`src/rtl/bus_transfer_sequencer_pkg.sv`:
```
// Shared constants for the bus transfer sequencer: register codes on both sides
// of the bus, FSM state encoding and the legality check for a code.
package bus_transfer_sequencer_pkg;

    localparam int unsigned MAX_CODE = 23;

    // Source codes, as seen by the 24-input bus encoder
    localparam int unsigned SRC_R0     = 0;
    localparam int unsigned SRC_R15    = 15;
    localparam int unsigned SRC_HI     = 16;
    localparam int unsigned SRC_LO     = 17;
    localparam int unsigned SRC_ZHI    = 18;
    localparam int unsigned SRC_ZLO    = 19;
    localparam int unsigned SRC_PC     = 20;
    localparam int unsigned SRC_MDR    = 21;
    localparam int unsigned SRC_INPORT = 22;
    localparam int unsigned SRC_CSIGN  = 23;

    // Destination codes, one load enable per capturing register
    localparam int unsigned DST_R0      = 0;
    localparam int unsigned DST_R15     = 15;
    localparam int unsigned DST_HI      = 16;
    localparam int unsigned DST_LO      = 17;
    localparam int unsigned DST_PC      = 18;
    localparam int unsigned DST_MDR     = 19;
    localparam int unsigned DST_MAR     = 20;
    localparam int unsigned DST_IR      = 21;
    localparam int unsigned DST_Y       = 22;
    localparam int unsigned DST_OUTPORT = 23;

    localparam logic [1:0] ST_IDLE  = 2'd0;
    localparam logic [1:0] ST_XFER  = 2'd1;
    localparam logic [1:0] ST_XFER2 = 2'd2;
    localparam logic [1:0] ST_ERR   = 2'd3;

    function automatic logic codeLegal(input int unsigned code);
        return code <= MAX_CODE;
    endfunction

endpackage

```
`src/rtl/bus_transfer_sequencer_onehot_decoder.sv`:
```
// Enabled code-to-one-hot decoder; codes above MAX_CODE decode to all zeros so
// the upper enable bits can never be driven.
module bus_transfer_sequencer_onehot_decoder
    import bus_transfer_sequencer_pkg::*;
#(
    parameter int SRC_W = 5,
    parameter int EN_W  = 32
) (
    input  logic             enable,
    input  logic [SRC_W-1:0] code,
    output logic [EN_W-1:0]  onehot
);

    always_comb begin
        onehot = '0;
        for (int i = 0; i < EN_W; i++) begin
            if (enable && (i <= int'(MAX_CODE)) && (32'(code) == 32'(i))) begin
                onehot[i] = 1'b1;
            end
        end
    end

endmodule

```
`src/rtl/bus_transfer_sequencer.sv`:
```
// Destination-side transfer sequencer: turns a (source, destination) request into
// one cycle of source out-enable and destination load-enable, plus the Z pair move.
module bus_transfer_sequencer
    import bus_transfer_sequencer_pkg::*;
#(
    parameter int SRC_W = 5,
    parameter int EN_W  = 32,
    parameter int CNT_W = 16
) (
    input  logic             clock,
    input  logic             clear,
    input  logic             req_valid,
    output logic             req_ready,
    input  logic [SRC_W-1:0] req_src,
    input  logic [SRC_W-1:0] req_dst,
    input  logic             req_pair,
    output logic [EN_W-1:0]  src_oe,
    output logic [EN_W-1:0]  dst_ld,
    output logic             done,
    output logic             err,
    output logic [CNT_W-1:0] xfer_count
);

    logic [1:0]       state;
    logic [1:0]       nextState;
    logic [SRC_W-1:0] latchedSrc;
    logic [SRC_W-1:0] latchedDst;
    logic             latchedPair;
    logic [CNT_W-1:0] xferCount;
    logic             accept;
    logic             inTransfer;
    logic [SRC_W-1:0] srcCode;
    logic [SRC_W-1:0] dstCode;

    assign accept     = (state == ST_IDLE) && req_valid;
    assign inTransfer = (state == ST_XFER) || (state == ST_XFER2);

    // Pair requests bypass the code check since their codes are ignored
    always_comb begin
        nextState = ST_IDLE;
        case (state)
            ST_IDLE: begin
                if (req_valid) begin
                    if (!req_pair && (!codeLegal(32'(req_src)) || !codeLegal(32'(req_dst)))) begin
                        nextState = ST_ERR;
                    end else begin
                        nextState = ST_XFER;
                    end
                end else begin
                    nextState = ST_IDLE;
                end
            end
            ST_XFER:  nextState = latchedPair ? ST_XFER2 : ST_IDLE;
            ST_XFER2: nextState = ST_IDLE;
            ST_ERR:   nextState = ST_IDLE;
            default:  nextState = ST_IDLE;
        endcase
    end

    always_ff @(posedge clock or posedge clear) begin
        if (clear) begin
            state       <= ST_IDLE;
            latchedSrc  <= '0;
            latchedDst  <= '0;
            latchedPair <= 1'b0;
        end else begin
            state <= nextState;
            if (accept) begin
                latchedSrc  <= req_src;
                latchedDst  <= req_dst;
                latchedPair <= req_pair;
            end
        end
    end

    always_ff @(posedge clock or posedge clear) begin
        if (clear) begin
            xferCount <= '0;
        end else if (inTransfer) begin
            xferCount <= xferCount + CNT_W'(1);
        end
    end

    // The pair move substitutes fixed Z/HI/LO codes for the latched ones
    always_comb begin
        srcCode = latchedSrc;
        dstCode = latchedDst;
        if (state == ST_XFER2) begin
            srcCode = SRC_W'(SRC_ZLO);
            dstCode = SRC_W'(DST_LO);
        end else if (latchedPair) begin
            srcCode = SRC_W'(SRC_ZHI);
            dstCode = SRC_W'(DST_HI);
        end
    end

    bus_transfer_sequencer_onehot_decoder #(
        .SRC_W(SRC_W),
        .EN_W (EN_W)
    ) srcDecoder (
        .enable(inTransfer),
        .code  (srcCode),
        .onehot(src_oe)
    );

    bus_transfer_sequencer_onehot_decoder #(
        .SRC_W(SRC_W),
        .EN_W (EN_W)
    ) dstDecoder (
        .enable(inTransfer),
        .code  (dstCode),
        .onehot(dst_ld)
    );

    assign req_ready  = (state == ST_IDLE);
    assign done       = ((state == ST_XFER) && !latchedPair) || (state == ST_XFER2) || (state == ST_ERR);
    assign err        = (state == ST_ERR);
    assign xfer_count = xferCount;

endmodule

```
`config.mk`:
```
export PLATFORM = sky130hd
export DESIGN_NAME = bus_transfer_sequencer
export DESIGN_NICKNAME = d
export VERILOG_FILES = /design/src/rtl/bus_transfer_sequencer_pkg.sv /design/src/rtl/bus_transfer_sequencer_onehot_decoder.sv /design/src/rtl/bus_transfer_sequencer.sv
export SDC_FILE = /design/constraint.sdc
export NUM_CORES = 1
export LEC_CHECK = 0
export CAP_MARGIN = 0
export CORE_ASPECT_RATIO = 1.25
export CORE_MARGIN = 4
export CORE_UTILIZATION = 39
export DETAILED_ROUTE_END_ITERATION = 8
export PLACE_DENSITY = 0.8
export SETUP_SLACK_MARGIN = 0.02
export SYNTH_ARGS = -nofsm -noshare
export SYNTH_HDL_FRONTEND = slang
export SYNTH_SLANG_ARGS = --single-unit
```
`constraint.sdc`:
```
create_clock -name clock -period 2.46 [get_ports clock]
set_input_delay 0.492 -clock clock [delete_from_list [all_inputs] [get_ports clock]]
set_output_delay 0.492 -clock clock [all_outputs]
set_load 0.02 [all_outputs]
```
==> results.md, run 1 <==
* Final hold vios at 0
* Final #Nets at 328
* Worst EP arrival at 1.90 ns
* Core area at 4430 µm²
* Leakage at 1.30 nW
* Synth Instances at 210
* Cell Int Power at 0.00117 W
* Post-synth cell types at 33
* GRT Overall Usage at 17.6%
* Crit-path cells: inv_2 > ha_2 > buf_4 > nor2_4 > buf_6 > nand3b_1 > buf_4 > nor2_1 > buf_4
* Die area at 5790 µm²
* Total of max-cap violations at 0
* Synthesized area at 1800 µm²
* Required @ worst endpoint at 1.97 ns
* Syn_area_per_cell at 8.59 µm²
* Sw Ratio at 39.2%
* Pin count of the biggest net entering global routing at 30
* Final setup viols at 0
* WL per Instance at 13.9 µm
* FP Rows at 27
* Cts bufs inserted at 5
* Comb power frac at 43.5%
* Clk root buf: clkbuf_8
* Final ANT Viol Nets at 0
* Number of global-route vias before repair at 1742
* Worst skew pair latency at 0.27 ns
* CP max stage cell: dfrtp_1
* Max H-tree Level at 2
* Routability cong. at 0.842
* Most instantiated cells after synthesis: 57 x nor2_1, 29 x dfrtp_1, 16 x buf_4
* WS Path Type: flop to primary output
* Register area at 726 µm²
* Starting Density at 40.8%
* Worst path max stage delay at 0.36 ns
* PortBufs at 80
* Io pins at 97
* DR DRC count at 0
* RSZ-0062 raised after global routing: true
* Fin crit share at 97.4%
* Top-count cell post-synth: nor2_1
* Post-synth EDFFs at 0
* Worst R2R Setup Slack at 0.59 ns
* Via count at 1745
* Clock transition at path regs at 0.06 ns
* Sequential share of the synthesized area at 40.2%
* Grt ovf at 0
* CP Launch Type: flop
* Worst reg2reg path depth at 7
* CP Max Fanout at 6
* Die width at 68.8 µm
* Layout cell share with drive strength beyond 1 at 32.6%
* Clk pwr share at 19.2%
* Pre-Repair DR Iteration Count at 4
* Multi-input logic area at 1060 µm²
* FF-to-FF Start: state[1]
* F_max at 417 MHz
* Yosys warnings at 0
* Area leader, netlist: dfrtp_1
* Worst Clk Skew at 0.00607 ns
* Setup TNS at 0 ns
* Final wirelength at 5.13 mm
* Ys async rst share at 100%
* Antenna cells at 0
* VDD IR max at 0.706 mV
* Global-route wire length before repair at 7.82 mm
* DR iter-0 viols at 83
* Filler cells at 405
* Ranking of synthesized cells by area: dfrtp_1 40%, nor2_1 12%, mux2_2 6.9%
* Max-slew violations at 0
* Worst r2r dst: xfer_count[13]
* Most used DFF post-synth: dfrtp_1
* Area growth from synthesis to layout at 51.6%
* Pwr/cell area at 701 nW/µm²
* TritonCTS sink count at 29
* Top cell type's share of synthesized area at 40.2%
* Min-Delay Path Class: flop to flop
* Cell repeated most along the worst path: buf_4
* Crit path capture type: primary output
* Register bit total from synthesis at 29
* HPWL Detailed at 3.85 mm
* Final core occ at 61.8%
* Hold Buf Count CTS at 0
* Die H at 84.0 µm
* Clock tree from TritonCTS: done
* Hold path start: xfer_count[15]
* Endpoint, Worst Hold: xfer_count[15]
* Hold depth at 1
* Seq pwr share at 37.3%
* Buffer depth of the longest clock path at 2
* Vias per cell at 4.74
* Status: completed
* Sw power at 0.000751 W
* Initial antenna violation count at 0
* Final min period at 2.40 ns
## timing repair
| item | CTS | global route |
|---|---|---|
| resized for setup | 163 | 49 |
| pin swaps | 3 | 6 |
| setup endpoints to repair | 48 | 45 |
| setup buffers | 1 | 2 |
| endpoints found under the hold margin | 0 | 0 |
## worst max-delay path by stage
stage	from	to	cells after the start
after floorplan	state[0]	src_oe[16]	7
after global placement	state[0]	src_oe[20]	8
after detailed placement	state[0]	src_oe[20]	8
after CTS	state[0]	dst_ld[9]	8
after global routing	state[0]	src_oe[15]	8
final	state[0]	dst_ld[4]	9
## power groups by stage
stage               logic (W)  registers, W  clock network [W]
global placement     0.000764      0.000702                  0
floorplan            0.000421      0.000740                  0
CTS                  0.000799      0.000702           0.000387
global route         0.000899      0.000731           0.000403
finish               0.000834      0.000715           0.000368
detailed placement   0.000781      0.000705                  0
## stage by stage
stage	instance area (µm²)	worst slack (ns)	power, W	hold slack (ns)	cells
4_1_cts	2810	-0.0774	0.00189	0.482	366
2_1_floorplan	1870	0.0745	0.00116	0.538	225
3_3_place_gp	2710	-0.102	0.00147	0.462	357
6_report	2740	0.0636	0.00192	0.473	368
3_5_place_dp	2710	-0.164	0.00149	0.471	357
5_1_grt	2740	-0.0524	0.00203	0.498	368
## kinds of logic (layout without fill, tap and decap cells)
group | count (synthesis) | in the layout | synth area share (%)
multiplexers | 11 | 11 | 6.87
AND/OR/NAND/NOR | 113 | 113 | 29.8
other | 1 | 16 | 0.208
XOR/XNOR | 15 | 15 | 7.28
flip-flops | 29 | 29 | 40.2
AO/OA/AOI/OAI | 9 | 9 | 3.12
adder cells (fa/ha/maj) | 5 | 5 | 3.47
buffers and inverters | 27 | 112 | 9.01
## per-layer routing
layer	track usage [%]	wire length [µm]	vias up
li1	-	-	863
met1	19.2	2010	797
met2	31.2	2600	75
met3	4.18	424	10
met4	6.91	96	0
met5	0	0	-
## final cells by class
class | count | area share, %
flip-flops and latches | 29 | 26.5
inverters | 6 | 0.823
repair buffers | 98 | 28.3
well taps | 58 | 2.65
clock inverters | 2 | 0.366
clock buffers | 6 | 2.65
multi-input cells | 169 | 38.7
## worst max-delay path, delay by kind of cell, from the launching register on
kind | cells | cell delay, ns
simple gates | 3 | 0.38
fa+ha+maj | 1 | 0.19
flops | 1 | 0.36
buf+inv | 5 | 0.69
## registers in the layout (all words and copies together) (netlist names)
signal / count
latchedPair: 1
latchedDst: 5
latchedSrc: 5
xfer_count: 16
state: 2
## layout by cell type, fill, tap and decap left out, types with 2 or more instances in the layout
cell type,instances
nand3_2,3
nand4_1,9
nand3b_1,5
clkdlybuf4s15_2,5
nand3_1,7
dfrtp_1,29
o21ai_0,2
mux2_2,11
clkinv_2,2
buf_2,25
xor2_1,7
nor2_4,2
nand2_1,13
dlygate4sd2_1,2
xnor2_1,8
clkdlybuf4s50_1,32
ha_1,3
nor2_1,54
clkbuf_8,5
nor2_2,2
and3_1,2
nor2b_1,2
nor3_2,2
conb_1,16
buf_4,27
clkbuf_2,5
or2_4,2
inv_1,5
No activity file was read; power rests on OpenSTA's default activity.
==> run 2, diff against run 1 <==
Settings changed: CAP_MARGIN 0 to unset, CTS_CLUSTER_SIZE set to 20, SETUP_SLACK_MARGIN 0.02 to 0.15.
==> results.md, run 2 (synthesis gave the netlist of run 1 again) <==
* Status: completed
* Pin count of the biggest net entering global routing at 30
* Die area at 5790 µm²
* Final ANT Viol Nets at 0
* DR DRC count at 0
* Max H-tree Level at 2
* Die width at 68.8 µm
* Area growth from synthesis to layout at 59.6%
* Final Cell Area at 2880 µm²
* Layout cell share with drive strength beyond 1 at 39.5%
* Buffer depth of the longest clock path at 2
* CP max stage cell: dfrtp_1
* Worst Clk Skew at 0.00465 ns
* Seq pwr share at 36.3%
* Commonest non-fill, non-tap cell in the layout: buf_4
* Clock transition at path regs at 0.06 ns
* Crit path capture type: primary output
* Final setup viols at 0
* Most frequent cells in the layout: 46 x buf_4, 42 x nor2_1, 31 x clkdlybuf4s50_1
* Final hold vios at 0
* Pwr/cell area at 701 nW/µm²
* Power Total at 0.00202 W
* Antenna cells at 0
* Max-slew violations at 0
* Min-Delay Path Class: flop to flop
* HPWL Detailed at 3.78 mm
* F_max at 431 MHz
* Final wirelength at 5.29 mm
* GRT Overall Usage at 17.4%
* Io pins at 97
* Core area at 4430 µm²
* Sw Ratio at 39.3%
* Grt ovf at 0
* Clock tree from TritonCTS: done
* WL per Instance at 14.4 µm
* Via count at 1826
* Clk root buf: clkbuf_8
* Die H at 84.0 µm
* Cts bufs inserted at 5
* TritonCTS sink count at 29
* Comb power frac at 42.5%
* Fin crit share at 94.3%
* Number of global-route vias before repair at 1703
* FP Rows at 27
* Fin cells at 367
* RSZ-0062 raised after global routing: true
* CP Max Fanout at 7
* Leakage at 1.33 nW
* Cell Int Power at 0.00123 W
* CP Launch Type: flop
* Worst R2R Setup Slack at 0.39 ns
* Total of max-cap violations at 0
* Hold Buf Count CTS at 0
* Worst path max stage delay at 0.36 ns
* Initial antenna violation count at 0
* Worst EP arrival at 1.83 ns
* Crit-path cells: inv_2 > ha_2 > or2_4 > nor2_2 > nand4_1 > nor2_1 > buf_2
* Required @ worst endpoint at 1.97 ns
* DP Cell Count at 354
* Starting Density at 40.8%
* VDD IR max at 0.654 mV
* Routability cong. at 0.824
* Global-route wire length before repair at 7.77 mm
* Post-placement cell area at 2700 µm²
* Max reg flops at 16
* Filler cells at 370
* Pre-Repair DR Iteration Count at 4
* PortBufs at 80
* Vias per cell at 4.98
* WS Path Type: flop to primary output
* Clk pwr share at 21.2%
* Sw power at 0.000794 W
* Final min period at 2.32 ns
* DR iter-0 viols at 75
* Worst skew pair latency at 0.27 ns
* Final #Nets at 327
-- run 2: cell count changes in the layout (fill, tap and decap cells not counted), moves of 3 or more --
| cell | delta |
|---|---|
| buf_4 | +19 |
| nor2_2 | +8 |
| clkbuf_2 | -4 |
| buf_6 | +5 |
| buf_2 | -15 |
| nor2_4 | +4 |
| nor2_1 | -12 |
| clkdlybuf4s15_2 | -3 |
-- run 2: power by group through the flow --
stage	Clock (W)	Sequential (W)	Combinational [W]
2_1_floorplan	0	0.000740	0.000424
5_1_grt	0.000465	0.000751	0.000922
4_1_cts	0.000437	0.000720	0.000798
3_3_place_gp	0	0.000714	0.000738
6_report	0.000427	0.000733	0.000859
3_5_place_dp	0	0.000716	0.000752
-- run 2: layer usage --
metal	track usage, %	vias to the layer above	share of wire, %
met5	0	-	0
met4	3.72	0	1.2
met3	5.39	8	8.5
met2	31.3	80	54
met1	19.3	874	36
li1	-	864	-
-- run 2: worst max-delay path: cells and delay by family (launching register included) --
| kind | cells | cell delay [ns] |
|---|---|---|
| adders and majority gates | 1 | 0.19 |
| buffers and inverters | 2 | 0.22 |
| DFF | 1 | 0.36 |
| and+or+nand+nor | 4 | 0.79 |
-- run 2: worst paths after layout --
| kind | start | end | cells past startpoint |
|---|---|---|---|
| hold / removal | xfer_count[15] | xfer_count[15] | 1 |
| setup / recovery | state[0] | dst_ld[3] | 7 |
| setup reg to reg | state[0] | xfer_count[15] | 9 |
| hold reg to reg | xfer_count[15] | xfer_count[15] | 1 |
| max in group asynchronous | clear | xfer_count[12] | 3 |
| min in group asynchronous | clear | latchedSrc[1] | 3 |
-- run 2: area by class of cell --
class / instances / area, µm² / area share [%]
inverters: 6 / 22.5 / 0.782
repair buffers: 97 / 810 / 28.1
well taps: 58 / 72.6 / 2.52
clock buffers: 7 / 96.3 / 3.35
clock inverters: 1 / 5.00 / 0.174
flip-flops and latches: 29 / 726 / 25.2
multi-input cells: 169 / 1150 / 39.9
-- run 2: repair_timing --
item | 4_1_cts | 5_1_grt
setup endpoints to repair | 49 | 48
gates resized for setup | 212 | 66
pin swaps | 3 | 14
setup buffers | 3 | 2
-- run 2: per-stage QoR --
stage / TNS (ns) / util [%] / setup WS, ns / hold slack [ns]
3_5_place_dp: -2.19 / 60.9 / -0.120 / 0.469
5_1_grt: 0 / 65.1 / 0.0128 / 0.499
6_report: 0 / 65.1 / 0.141 / 0.471
3_3_place_gp: -0.766 / 60.9 / -0.0939 / 0.462
2_1_floorplan: 0 / - / 0.239 / 0.538
4_1_cts: 0 / 61.5 / 0.148 / 0.479
